**config.mk**
```make
export PLATFORM = sky130hd
export DESIGN_NAME = gray_count_arbiter
export DESIGN_NICKNAME = d
export VERILOG_FILES = /design/src/rtl/gray_count_arbiter.sv
export SDC_FILE = /design/constraint.sdc
export NUM_CORES = 1
export LEC_CHECK = 0
export ABC_AREA = 1
export CAP_MARGIN = 20
export CORE_AREA = 4 4 85 87
export DETAILED_ROUTE_END_ITERATION = 16
export DIE_AREA = 0 0 89 91
export HOLD_SLACK_MARGIN = 0.1
export PLACE_DENSITY = 0.48
export SLEW_MARGIN = 20
export SYNTH_ARGS = -nofsm -noshare
export SYNTH_HDL_FRONTEND = slang
export SYNTH_SLANG_ARGS = --single-unit
```
**constraint.sdc**
```tcl
create_clock -name clk -period 6.7 [get_ports clk]
set_input_delay 0.67 -clock clk [delete_from_list [all_inputs] [get_ports clk]]
set_output_delay 0.67 -clock clk [all_outputs]
set_load 0.05 [all_outputs]
```
**src/rtl/gray_count_arbiter.sv**
```systemverilog
// ---------------------------------------------------------------------------
// gray_count_arbiter
//
// Round-robin scheduler for one shared modulo-MODULUS counter with a Gray-coded
// output. Each of NREQ requesters asks for a burst of len count steps. One
// requester is granted at a time, the counter advances once per enabled cycle
// for exactly that many steps, and the burst ends with a done pulse, plus an
// abort pulse if the owner dropped its request early. The count carries over
// from one grant to the next.
//
// Ports:
//   clk    in   rising-edge clock
//   clr    in   asynchronous active-low reset
//   en     in   global count enable; low stalls an active burst
//   req    in   [NREQ] per-requester request, held until done/abort
//   len    in   [NREQ*LENW] burst length, field i = len[i*LENW +: LENW]
//   gnt    out  [NREQ] one-hot grant, zero when idle
//   owner  out  [3] index of the current or last granted requester
//   busy   out  high while a burst is in RUN or DONE
//   Q      out  [4] Gray code of the shared count
//   cout   out  one-cycle pulse on the wrap MODULUS-1 -> 0
//   done   out  one-cycle pulse when a burst finishes
//   abort  out  one-cycle pulse with done when the burst was cut short
// ---------------------------------------------------------------------------
module gray_count_arbiter #(
  parameter int NREQ    = 4,
  parameter int MODULUS = 11,
  parameter int LENW    = 4
) (
  input  logic                 clk,
  input  logic                 clr,
  input  logic                 en,
  input  logic [NREQ-1:0]      req,
  input  logic [NREQ*LENW-1:0] len,
  output logic [NREQ-1:0]      gnt,
  output logic [2:0]           owner,
  output logic                 busy,
  output logic [3:0]           Q,
  output logic                 cout,
  output logic                 done,
  output logic                 abort
);

  typedef enum logic [1:0] {
    S_IDLE = 2'd0,
    S_RUN  = 2'd1,
    S_DONE = 2'd2
  } state_t;

  localparam logic [3:0] CNT_MAX = 4'(MODULUS - 1);

  state_t            r_state;
  state_t            w_state_next;

  logic [3:0]        r_count;
  logic [3:0]        r_q;
  logic              r_cout;
  logic [LENW-1:0]   r_rem;
  logic [2:0]        r_rr;
  logic [2:0]        r_owner;
  logic [NREQ-1:0]   r_gnt;
  logic              r_busy;
  logic              r_done;
  logic              r_abort;
  logic              r_abort_flag;

  // Requests padded to 8 bits so a 3-bit index never overruns the vector.
  logic [7:0]        w_req8;
  logic              w_any_req;
  logic              w_found;
  logic [3:0]        w_cand;
  logic [2:0]        w_sel;
  logic [NREQ-1:0]   w_sel_onehot;
  logic [LENW-1:0]   w_sel_len;
  logic              w_owner_req;
  logic              w_wrap;
  logic [3:0]        w_count_next;
  logic [3:0]        w_q_next;
  logic              w_last_step;

  assign w_req8      = 8'(req);
  assign w_any_req   = |req;
  assign w_owner_req = w_req8[r_owner];
  assign w_last_step = (r_rem == LENW'(1));

  // Round-robin pick: scan starting just after the last grant, wrapping.
  // r_rr < NREQ <= 8, so one conditional subtraction keeps w_cand in range.
  always_comb begin
    w_found   = 1'b0;
    w_sel     = '0;
    w_cand    = '0;
    for (int k = 0; k < NREQ; k++) begin
      w_cand = {1'b0, r_rr} + 4'(k + 1);
      if (w_cand >= 4'(NREQ)) begin
        w_cand = w_cand - 4'(NREQ);
      end
      if (!w_found && w_req8[w_cand[2:0]]) begin
        w_found = 1'b1;
        w_sel   = w_cand[2:0];
      end
    end
  end

  // Decode the winner into a one-hot grant and fetch its burst length.
  always_comb begin
    w_sel_onehot = '0;
    w_sel_len    = '0;
    for (int i = 0; i < NREQ; i++) begin
      if (w_sel == 3'(i)) begin
        w_sel_onehot[i] = 1'b1;
        w_sel_len       = len[i*LENW +: LENW];
      end
    end
  end

  // Next counter value and its Gray code, so Q is registered together with
  // the count and never lags it.
  always_comb begin
    w_wrap       = (r_count == CNT_MAX);
    w_count_next = w_wrap ? 4'd0 : r_count + 4'd1;
    w_q_next     = w_count_next ^ (w_count_next >> 1);
  end

  // State register.
  always_ff @(posedge clk or negedge clr) begin
    if (!clr) begin
      r_state <= S_IDLE;
    end else begin
      r_state <= w_state_next;
    end
  end

  // Next-state logic. A dropped owner request wins over a stalled enable.
  always_comb begin
    w_state_next = r_state;
    case (r_state)
      S_IDLE: begin
        if (w_any_req) begin
          w_state_next = (w_sel_len == '0) ? S_DONE : S_RUN;
        end
      end
      S_RUN: begin
        if (!w_owner_req) begin
          w_state_next = S_DONE;
        end else if (en && w_last_step) begin
          w_state_next = S_DONE;
        end
      end
      S_DONE:  w_state_next = S_IDLE;
      default: w_state_next = S_IDLE;
    endcase
  end

  // Registered outputs and datapath.
  always_ff @(posedge clk or negedge clr) begin
    if (!clr) begin
      r_count      <= '0;
      r_q          <= '0;
      r_cout       <= 1'b0;
      r_rem        <= '0;
      r_rr         <= 3'(NREQ - 1);
      r_owner      <= '0;
      r_gnt        <= '0;
      r_busy       <= 1'b0;
      r_done       <= 1'b0;
      r_abort      <= 1'b0;
      r_abort_flag <= 1'b0;
    end else begin
      r_cout  <= 1'b0;
      r_done  <= 1'b0;
      r_abort <= 1'b0;
      case (r_state)
        S_IDLE: begin
          if (w_any_req) begin
            r_gnt        <= w_sel_onehot;
            r_owner      <= w_sel;
            r_rem        <= w_sel_len;
            r_rr         <= w_sel;
            r_busy       <= 1'b1;
            r_abort_flag <= 1'b0;
          end
        end
        S_RUN: begin
          if (!w_owner_req) begin
            r_abort_flag <= 1'b1;
          end else if (en) begin
            r_count <= w_count_next;
            r_q     <= w_q_next;
            r_cout  <= w_wrap;
            r_rem   <= r_rem - LENW'(1);
          end
        end
        S_DONE: begin
          r_gnt   <= '0;
          r_busy  <= 1'b0;
          r_done  <= 1'b1;
          r_abort <= r_abort_flag;
        end
        default: begin
          r_gnt  <= '0;
          r_busy <= 1'b0;
        end
      endcase
    end
  end

  assign gnt   = r_gnt;
  assign owner = r_owner;
  assign busy  = r_busy;
  assign Q     = r_q;
  assign cout  = r_cout;
  assign done  = r_done;
  assign abort = r_abort;

endmodule
```
==> flow_results.org <==
** Status
- Result of the run :: complete, no violations

** Die
- The die is 91 um tall.
- The core region is 6350 sq um.
- Once the floorplan was initialized, standard cells occupied 27.65% of the core.
- Number of top-level pins :: 38
- Total number of placement rows :: 29
- Die width :: 89 um
- Total Die Area :: 8099 sq um

** Worst setup path
- The worst setup path is launched from a register.
- Largest stage delay on the critical path :: 660 ps
- Most common cell on crit path :: nand2_1
- STA classifies the critical path endpoint as a register.
- Launch instance of the worst register-to-register path :: r_rr[0]$_DFFE_PN1P_
- For the worst setup path, the data required time is 6930 ps.
- Along the worst path, the maximum fanout reaches 11.
- Endpoint of the worst-slack reg-to-reg timing path :: r_state[0]$_DFFE_PN0P_
- Ordered list of cells on the worst path :: inv_4, ha_1, nand3_1, nand3_4, nand2_2, nor2_2, nand2_2, nand3_2, nor2_1, nand2_1, nand4_1, nor2_1, nand2_1, nand2_1, nand2_1
- Measured in cells, the most critical reg-to-reg path has a length of 15.
- Buf/Inv on CP :: 1
- Worst setup slack for register-to-register paths :: 3890 ps
- The most critical setup path has its startpoint at r_rr[0]$_DFFE_PN1P_.
- The most critical setup path has its endpoint at r_state[0]$_DFFE_PN0P_.
- On the critical path the largest part of the delay comes from simple AND/OR/NAND/NOR gates.
- Data arrives at the worst endpoint at 3040 ps.
- Master of the slowest instance on the critical path :: dfstp_2
- The critical path is of the register to register type.
- CP Depth :: 15

** Yosys
- Synthesis warning total :: 0
- Yosys mapped the design onto 32 distinct sky130hd cell types.
- Sorting the synthesized cells by area gives the leading types as dfrtp_1, nand2_1, nand3_1.
- Post-synth net total :: 250
- After synthesis the netlist holds a flip-flop and latch count of 27.
- After synthesis, the largest area contributor takes up 35.64% of total cell area.
- Synthesized instance count :: 223
- Cell Area, Synth :: 1755 sq um
- Cell taking the most area after synthesis :: dfrtp_1
- Average instance area after synthesis :: 7.872 sq um
- The share of the Yosys chip area taken by registers is 38.63%.

** STA
- For the final database, setup skew stands at 8.318 ps.
- Adding up every negative setup slack in the final design gives 0 ps.
- Worst Tran Pin Value :: 736.0 ps
- Dividing the final minimum period by the clock period gives 42.00%.
- Once routing completed, OpenROAD measured the worst setup slack at 3886 ps.
- Worst slew margin relative to its limit :: 50.75%
- Total count of max-transition violations in the final report :: 0
- RSZ-0062 raised after global routing :: false
- Number of setup violations in the final report :: 0
- Subtracting the final worst setup slack from the clock period gives 2814 ps.
- The number of hold violations in the final report is 0.
- Fmax :: 0.3553 GHz

** Clocking
- TritonCTS Sinks :: 27
- CTS tree :: yes
- The number of gates resized after CTS was 0.
- Clk_lat worst skew :: 280 ps
- The cell sitting at the root of the clock tree is a clkbuf_8.
- Hold bufs inserted after CTS :: 0
- Clk buf depth :: 2
- Clock-pin slew of the registers on the worst-case setup and hold paths :: 110 ps
- After clock tree synthesis, the setup repair step added 0 buffers.
- Buffers inserted during clock tree synthesis total 3.
- Max H-tree Level :: 1

** Drt
- Violation count after the first detailed-route iteration :: 86
- Via density per instance :: 4.690
- Routed WL per cell :: 13.16 um
- Summed over all layers, the routed wires come to 4.410 mm.
- For this block, the via count after detailed routing is 1571.
- Once detail routing completed, the nets flagged for antenna violations numbered 0.
- After detailed routing, the number of remaining DRC violations is 0.
- The first TritonRoute pass finished after 4 iterations.

** Place
- In this run the tool buffered the top-level ports with 37 buffer cells.
- Before CTS, the worst setup slack after placement is 3743 ps.
- Number of cells after detailed placement :: 331
- The placed instances occupy a cell area of 2165 sq um.
- At the end of routability-driven placement, the weighted congestion stood at 0.7597.
- Hpwl dp :: 3.361 mm

** Finish
- With fillers left out, the area of the finished cells amounts to 2215 sq um.
- Leaving out fill and tap cells, the most frequent cell in the layout is nand2_1.
- Fraction of layout instances using a drive strength above 1 :: 12.02%
- Total number of nets in the final design :: 286
- The layout has 674 filler cells.
- Summing all flip-flop and latch instances after layout gives 678.2 sq um.
- Leading cell types in the layout, fill and taps excluded :: nand2_1, clkdlybuf4s50_1, nand3_1
- Relative area change from synthesis to final layout :: 26.16%
- Cells fill 34.88% of the core in the end.
- Antenna cells :: 0
- Non-filler instance count after layout :: 335
- Area used by multi-input combinational logic :: 905.9 sq um

** Worst hold path
- The path class of the tightest hold or removal check is register to register.

** Global route
- Vias in the first global route :: 1598
- Initial antenna violation count :: 0
- First-pass GRT wire length :: 7.645 mm
- Largest net degree at the start of global routing :: 28
- Overflow left after global routing :: 0
- Total track usage :: 11.59%

** Power and ir drop
- VDD sags by at most 0.2008 mV.
- Leakage power :: 1.020 nW
- Pwr per Cell Area :: 566.0 nW/um^2

** Run
- Max-capacitance violation count :: 0
-- synth_stat cells --
master,number
a31o_2,1
a22oi_1,1
buf_4,3
nand3_1,27
dfrtp_1,25
buf_8,1
buf_6,2
nand3_2,4
clkinv_1,1
o21ai_0,15
nor3_1,3
nand2_4,6
o21ai_2,1
dfstp_2,2
a21oi_2,1
xnor2_1,2
inv_1,24
a31oi_1,2
nand2_2,3
a22o_1,1
nand2_1,47
nor4_1,1
buf_2,1
a32o_1,2
ha_1,4
nor2_2,4
nor2_1,17
a21oi_1,8
nand4_1,9
xor2_1,1
inv_4,2
nand3_4,2
-- metal layers --
layer	wire length, um	track usage, %
met1	2175	16.88
met2	1909	17.51
met3	256	2.896
met4	69	2.109
met5	0	0
-- report_power, final --
group	internal (W)	switching (W)	leakage [nW]	total (W)
clock	0.0000438	0.0000576	0.0261	0.000101
sequential	0.000237	0.0000602	0.338	0.000298
combinational	0.000282	0.000573	0.657	0.000855
total	0.000563	0.000691	1.02	0.00125
-- sequential cells by signal, indices dropped and copies added (netlist names) --
name / flops
r_rr: 3
r_state: 2
cout: 1
r_count: 4
owner: 2
r_abort_flag: 1
gnt: 4
r_rem: 4
Q: 3
busy: 1
abort: 1
done: 1
-- tightest hold or removal path: stages, from the launching register on --
cell and delay (ps):
dfrtp_1 360, nand2_1 50, o21ai_0 60
-- area by class of cell --
cell class                 count  share of cell area, %
clock inverter                 1                 0.3955
tap                           77                  4.350
timing repair buffer          38                  17.06
clock buffer                   3                  1.864
inverter                      27                  4.802
sequential                    27                  30.62
multi-input combinational    162                  40.90
-- per-stage QoR --
step / total power, W / hold WS, ps
floorplan: 0.0009857 / 374.4
global placement: 0.001165 / 474.4
detailed placement: 0.001161 / 481.3
CTS: 0.001267 / 511.4
global route: 0.001398 / 534.8
finish: 0.001253 / 505.8
-- worst min-delay path by stage --
stage / startpoint / cells after the start / endpoint
2_1_floorplan: clr / 0 / Q[0]$_DFFE_PN0P_
3_3_place_gp: busy$_DFFE_PN0P_ / 2 / busy$_DFFE_PN0P_
3_5_place_dp: Q[0]$_DFFE_PN0P_ / 2 / Q[0]$_DFFE_PN0P_
4_1_cts: Q[0]$_DFFE_PN0P_ / 2 / Q[0]$_DFFE_PN0P_
5_1_grt: gnt[2]$_DFFE_PN0P_ / 1 / gnt[2]$_DFFE_PN0P_
6_report: Q[0]$_DFFE_PN0P_ / 2 / Q[0]$_DFFE_PN0P_
-- logic make-up (layout without fill, tap and decap cells) --
group           after synthesis  after routing  share of synthesized area [%]
compound gates               32             32                          10.83
buf+inv                      34             69                          9.764
fa+ha+maj                     4              4                          2.851
simple gates                123            123                          36.42
flops                        27             27                          38.63
xor+xnor                      3              3                          1.497
(Power assumes the default switching activity.)
